File: config.mk
export PLATFORM = sky130hd
export DESIGN_NAME = circuito_simple_flat
export DESIGN_NICKNAME = d
export VERILOG_FILES = /design/src/rtl/circuito_simple_pkg.sv /design/src/rtl/circuito_simple_if.sv /design/src/rtl/circuito_simple_stage.sv /design/src/rtl/circuito_simple.sv /design/src/flat_wrapper.sv
export SDC_FILE = /design/constraint.sdc
export NUM_CORES = 1
export LEC_CHECK = 0
export ABC_AREA = 1
export CAP_MARGIN = 10
export CELL_PAD_IN_SITES_DETAIL_PLACEMENT = 0
export CELL_PAD_IN_SITES_GLOBAL_PLACEMENT = 1
export CORE_MARGIN = 8
export CORE_UTILIZATION = 35
export CTS_CLUSTER_DIAMETER = 40
export DETAILED_ROUTE_END_ITERATION = 8
export PLACE_DENSITY = 0.78
export SYNTH_ARGS = -nofsm -noshare
export SYNTH_HDL_FRONTEND = slang
export SYNTH_SLANG_ARGS = --single-unit
File: constraint.sdc
create_clock -name clk -period 3.2 [get_ports clk]
set_clock_uncertainty 0.1 [all_clocks]
set_input_delay 0.8 -clock clk [delete_from_list [all_inputs] [get_ports clk]]
set_output_delay 0.8 -clock clk [all_outputs]
set_load 0.005 [all_outputs]
File: src/rtl/circuito_simple_pkg.sv
// -----------------------------------------------------------------------------
// circuito_simple_pkg
// Shared definitions for the circuito_simple gate-network slice:
//   - default values for the pipeline depth and the edge-counter width
//   - stage_t: the {valid, x, y} payload carried by every pipeline stage
//   - logic_fn(): the pure gate function {x, y} = {(a & b) | ~c, ~c}
// -----------------------------------------------------------------------------
package circuito_simple_pkg;

  localparam int DEF_PIPE_STAGES = 1;
  localparam int DEF_CNT_W       = 8;

  typedef struct packed {
    logic valid;
    logic x;
    logic y;
  } stage_t;

  // Returns {x, y} for one operand set.
  function automatic logic [1:0] logic_fn(input logic a, input logic b, input logic c);
    logic x;
    logic y;
    x = (a & b) | ~c;
    y = ~c;
    return {x, y};
  endfunction

endpackage

File: src/rtl/circuito_simple_if.sv
// -----------------------------------------------------------------------------
// circuito_simple_if
// Operand/result bundle for circuito_simple.
//   in_valid, a, b, c : operand set and its qualifier (driven by the master)
//   out_valid, x, y   : result and its qualifier (driven by the block)
//   x_rise_cnt        : saturating count of valid 0->1 transitions of x
// Modports: master = the datapath feeding the block, slave = the block.
// -----------------------------------------------------------------------------
interface circuito_simple_if
  import circuito_simple_pkg::*;
#(
  parameter int CNT_W = DEF_CNT_W
);

  logic             in_valid;
  logic             a;
  logic             b;
  logic             c;
  logic             out_valid;
  logic             x;
  logic             y;
  logic [CNT_W-1:0] x_rise_cnt;

  modport master (
    output in_valid, a, b, c,
    input  out_valid, x, y, x_rise_cnt
  );

  modport slave (
    input  in_valid, a, b, c,
    output out_valid, x, y, x_rise_cnt
  );

endinterface

File: src/rtl/circuito_simple_stage.sv
// -----------------------------------------------------------------------------
// circuito_simple_stage
// One pipeline register carrying {valid, x, y}. Everything clears on reset so
// that in-flight operands are discarded and never produce an out_valid pulse.
//   clk    : rising-edge clock
//   rst_n  : asynchronous active-low reset
//   d_i    : stage input payload
//   q_o    : registered payload
// -----------------------------------------------------------------------------
module circuito_simple_stage
  import circuito_simple_pkg::*;
(
  input  logic   clk,
  input  logic   rst_n,
  input  stage_t d_i,
  output stage_t q_o
);

  stage_t stage_q;

  // NOTE: the data bits are reset along with valid because x and y are
  // visible at the block outputs and must read 0 during reset; a pure
  // datapath register could skip its reset and keep only valid resettable.
  // NOTE: sequential state uses non-blocking assignments so every stage
  // samples its predecessor's old value on the same edge.
  always_ff @(posedge clk or negedge rst_n) begin
    if (!rst_n) begin
      stage_q <= '0;
    end else begin
      stage_q <= d_i;
    end
  end

  assign q_o = stage_q;

endmodule

File: src/rtl/circuito_simple.sv
// -----------------------------------------------------------------------------
// circuito_simple
// Registered gate network x = (a & b) | ~c, y = ~c with a PIPE_STAGES-deep
// pipeline (1..4) and a saturating counter of x rising edges.
//   clk    : rising-edge clock
//   rst_n  : asynchronous active-low reset
//   bus    : circuito_simple_if.slave (in_valid/a/b/c in,
//            out_valid/x/y/x_rise_cnt out)
// The function is evaluated ahead of stage 1; the pipeline only carries
// {valid, x, y}. Data loads every cycle; only valid decides whether a sample
// matters. The edge detector compares each valid x against the last valid x,
// so rising edges are detected across gaps in out_valid.
// -----------------------------------------------------------------------------
module circuito_simple
  import circuito_simple_pkg::*;
#(
  parameter int PIPE_STAGES = DEF_PIPE_STAGES,
  parameter int CNT_W       = DEF_CNT_W
) (
  input logic                clk,
  input logic                rst_n,
  circuito_simple_if.slave   bus
);

  stage_t head_d;
  stage_t pipe_q [PIPE_STAGES];
  stage_t tail;

  always_comb begin
    logic [1:0] xy;
    xy           = logic_fn(bus.a, bus.b, bus.c);
    head_d.valid = bus.in_valid;
    head_d.x     = xy[1];
    head_d.y     = xy[0];
  end

  for (genvar i = 0; i < PIPE_STAGES; i++) begin : g_stage
    if (i == 0) begin : g_first
      circuito_simple_stage u_stage (
        .clk   (clk),
        .rst_n (rst_n),
        .d_i   (head_d),
        .q_o   (pipe_q[i])
      );
    end else begin : g_next
      circuito_simple_stage u_stage (
        .clk   (clk),
        .rst_n (rst_n),
        .d_i   (pipe_q[i-1]),
        .q_o   (pipe_q[i])
      );
    end
  end

  assign tail = pipe_q[PIPE_STAGES-1];

  // Edge detector and saturating counter.
  logic             last_x_q;
  logic             last_x_d;
  logic [CNT_W-1:0] cnt_q;
  logic [CNT_W-1:0] cnt_d;

  // NOTE: both next-state values get a hold default first so no path through
  // this block leaves them unassigned, which would infer a latch.
  always_comb begin
    last_x_d = last_x_q;
    cnt_d    = cnt_q;
    if (tail.valid) begin
      last_x_d = tail.x;
      if (tail.x && !last_x_q && (cnt_q != '1)) begin
        cnt_d = cnt_q + CNT_W'(1);
      end
    end
  end

  always_ff @(posedge clk or negedge rst_n) begin
    if (!rst_n) begin
      last_x_q <= 1'b0;
      cnt_q    <= '0;
    end else begin
      last_x_q <= last_x_d;
      cnt_q    <= cnt_d;
    end
  end

  assign bus.out_valid  = tail.valid;
  assign bus.x          = tail.x;
  assign bus.y          = tail.y;
  assign bus.x_rise_cnt = cnt_q;

endmodule

File: src/flat_wrapper.sv
// flat-port wrapper written by rule: the top's interface ports become plain ports
module circuito_simple_flat import circuito_simple_pkg::*;
#(
  parameter int PIPE_STAGES = DEF_PIPE_STAGES,
  parameter int CNT_W       = DEF_CNT_W
)
  (clk, rst_n, bus_in_valid, bus_a, bus_b, bus_c, bus_out_valid, bus_x, bus_y, bus_x_rise_cnt);
  circuito_simple_if #(.CNT_W(CNT_W)) bus_i ();
  input logic clk;
  input logic rst_n;
  input wire logic [$bits(bus_i.in_valid)-1:0] bus_in_valid;
  input wire logic [$bits(bus_i.a)-1:0] bus_a;
  input wire logic [$bits(bus_i.b)-1:0] bus_b;
  input wire logic [$bits(bus_i.c)-1:0] bus_c;
  output wire logic [$bits(bus_i.out_valid)-1:0] bus_out_valid;
  output wire logic [$bits(bus_i.x)-1:0] bus_x;
  output wire logic [$bits(bus_i.y)-1:0] bus_y;
  output wire logic [$bits(bus_i.x_rise_cnt)-1:0] bus_x_rise_cnt;
  assign bus_i.in_valid = bus_in_valid;
  assign bus_i.a = bus_a;
  assign bus_i.b = bus_b;
  assign bus_i.c = bus_c;
  assign bus_out_valid = bus_i.out_valid;
  assign bus_x = bus_i.x;
  assign bus_y = bus_i.y;
  assign bus_x_rise_cnt = bus_i.x_rise_cnt;
  circuito_simple #(.PIPE_STAGES(PIPE_STAGES), .CNT_W(CNT_W)) u_core (.clk(clk), .rst_n(rst_n), .bus(bus_i));
endmodule
==> results.toml <==
[critical_path]
rrSetupSlack_ps = 1790
crit_path_top_delay_cell = "clkdlybuf4s50_1"
cp_max_fo = 7
path_class = "reg2out"
reg2reg_from = "u_core.bus.x_rise_cnt[1]$_DFFE_PN0P_"
crit_buf_inv = 1
worst_path_dominant_cell_family = "buffers and inverters"
slowest_delay_ps = 550
reg2reg_to = "u_core.bus.x_rise_cnt[6]$_DFFE_PN0P_"
cp-start-kind = "flip-flop"
endpoint = "bus_x_rise_cnt[2]"
crit_required_ps = 2300
crit_arrival_ps = 1310
path_cells = "clkdlybuf4s50_1"
cp-end-kind = "primary output"
worst-path-stages = 1
crit_start = "u_core.bus.x_rise_cnt[2]$_DFFE_PN0P_"
rr_worst_depth = 8

[global_route]
grt_usage_pct = 8.69
grt_overflow = 0
antenna_found_initial = 0
grt_pass1_vias = 519
grt_pass1_wl_mm = 2.28
grt_start_max_net_pins = 13

[power]
powerDensity_nw_per_um2 = 561
p_leak_nw = 0.385
peakVddDrop_uv = 316

[yosys]
yosysMostFrequentCell = "nand2_1"
synthMuxAreaShare_pct = 0
synth.distinct_cells = 16
synth.cell_area_um2 = 623
yosys.area_share.xor_xnor_pct = 2.81
synth_top_family_by_area = "simple AND/OR/NAND/NOR gates"
netlist_instances = 76
ys.flop_type = "dfrtp_1"
synthSimpleGateAreaFrac_pct = 38.0
ys_seq_area_share_pct = 48.2
ys_top_cells_by_count = "nand2_1 (32), dfrtp_1 (12), inv_1 (8)"
yosys.area.top_type = "dfrtp_1"
async_flop_share_pct = 100
synth_fp_nets = 83
synth_top_area_share_pct = 48.2
synthTopCellsByArea = "dfrtp_1 (48%), nand2_1 (19%), nor2_4 (5.4%)"
avgSynthCellArea_um2 = 8.20
synthAdderAreaFrac_pct = 2.01
synth-edff-count = 0
synth-seq-cells = 12
synth_warnings = 0
synth_compound_area_share_pct = 3.21

[sta]
rsz0062_at_grt = "false"
hold_violations = 0
period_needed_ps = 2210
maxSlewHeadroom_pct = 63.9
finalSetupViolCount = 0
finalSetupTns_ps = 0
fin_crit_sh_pct = 69.0
worst_pin_slew_ps = 540
slew_violations = 0
max_freq_mhz = 453

[clock_network]
cts_buffers = 3
cts-root-buf = "clkbuf_4"
clk_pin_slew_ps = 80
ctsResizeCount = 0
clk_latency_ps = 270
numClockSinks = 12
cts_max_level = 1
post_cts_buffers = 0
cts_buffer_depth = 2
cts.hold.buffers_added = 0
tritoncts = "done"

[status]
status = "finished, final reports clean"

[routing]
routed-via-count = 512
routed_wl_mm = 1.30
first_iter_violations = 6
ant_nets = 0
drcViolationCount = 0
post_drt_wl_per_cell_um = 10.7
drt_first_pass_iters = 3
via_per_inst = 4.23

[placed_design]
place_hpwl_mm = 1.02
gp_congestion = 0.778
io_buffers = 16

[floorplanning]
chipHeight_um = 58.2
io_pins = 17
coreArea_um2 = 1710
start_util_pct = 36.5
fp.dieW_um = 58.2
die_area_um2 = 3390
rows = 15

[layout]
multiInputGateArea_um2 = 287
final_nets = 104
regArea_um2 = 300
drive_above_1_share_pct = 11.5
antenna_cells = 0
fin_util_pct = 49.8
area_growth_pct = 36.5
fillers = 167

[worst_hold_path]
min_from = "u_core.g_stage[0].g_first.u_stage.q_o[2]$_DFF_PN0_"
min_path_type = "reg2reg"

[flow_run]
maxCapViolations = 0
[sequential cells by signal, summed over array words and instances, names as in the netlist]
name                                cells
u_core.bus.x_rise_cnt                   8
u_core.g_stage.g_first.u_stage.q_o      3
u_core.last_x_q                         1
[layout by cell type, fill, tap and decap left out, drive strengths merged]
cell type / Yosys / final
clkdlybuf4s50: 0 / 16
nand2: 35 / 35
xnor2: 1 / 1
xor2: 1 / 1
dfrtp: 12 / 12
clkbuf: 0 / 4
ha: 1 / 1
o21ai: 4 / 4
nor2: 8 / 8
nand4: 1 / 1
nand3: 4 / 4
inv: 9 / 9
[logic make-up (layout without fill, tap and decap cells)]
logic type	count (synthesis)	count (layout)
and+or+nand+nor	48	48
AOI/OAI and AO/OA	4	4
buffers and inverters	9	29
adders and majority gates	1	1
DFF	12	12
xor gates and xnor gates	2	2
[how the worst min path moves through the flow]
stage,to,cells after the start
after CTS,u_core.last_x_q$_DFFE_PN0P_,1
after detailed placement,u_core.last_x_q$_DFFE_PN0P_,1
after floorplan,u_core.last_x_q$_DFFE_PN0P_,1
after global routing,u_core.last_x_q$_DFFE_PN0P_,1
after global placement,u_core.last_x_q$_DFFE_PN0P_,1
final,u_core.last_x_q$_DFFE_PN0P_,1
[area by class of cell]
type / count / area share [%]
inverters: 9 / 4.26
multi-input cells: 55 / 33.7
well taps: 25 / 3.68
flip-flops and latches: 12 / 35.3
repair buffers: 16 / 18.8
clock buffers: 4 / 4.26
[per-stage QoR]
stage | setup slack (ps) | power, mW | hold slack (ps) | cell area [um2] | instances
6_report | 992 | 0.477 | 393 | 851 | 121
5_1_grt | 918 | 0.505 | 451 | 851 | 121
4_1_cts | 977 | 0.484 | 396 | 851 | 121
3_5_place_dp | 1290 | 0.358 | 383 | 815 | 117
3_3_place_gp | 1310 | 0.355 | 365 | 815 | 117
2_1_floorplan | 1870 | 0.280 | 381 | 623 | 76
[report_power, final]
group	switching [mW]	leakage, nW	internal (mW)	total, mW
sequential	0.0369	0.153	0.178	0.215
clock	0.0556	0.0210	0.0692	0.125
combinational	0.0592	0.212	0.0783	0.137
[layer usage]
layer  track usage, %  wire (um)
met5                0          0
met4             7.34         36
met3             1.10         40
met2             13.7        589
met1             10.2        633
(Power assumes the default switching activity.)
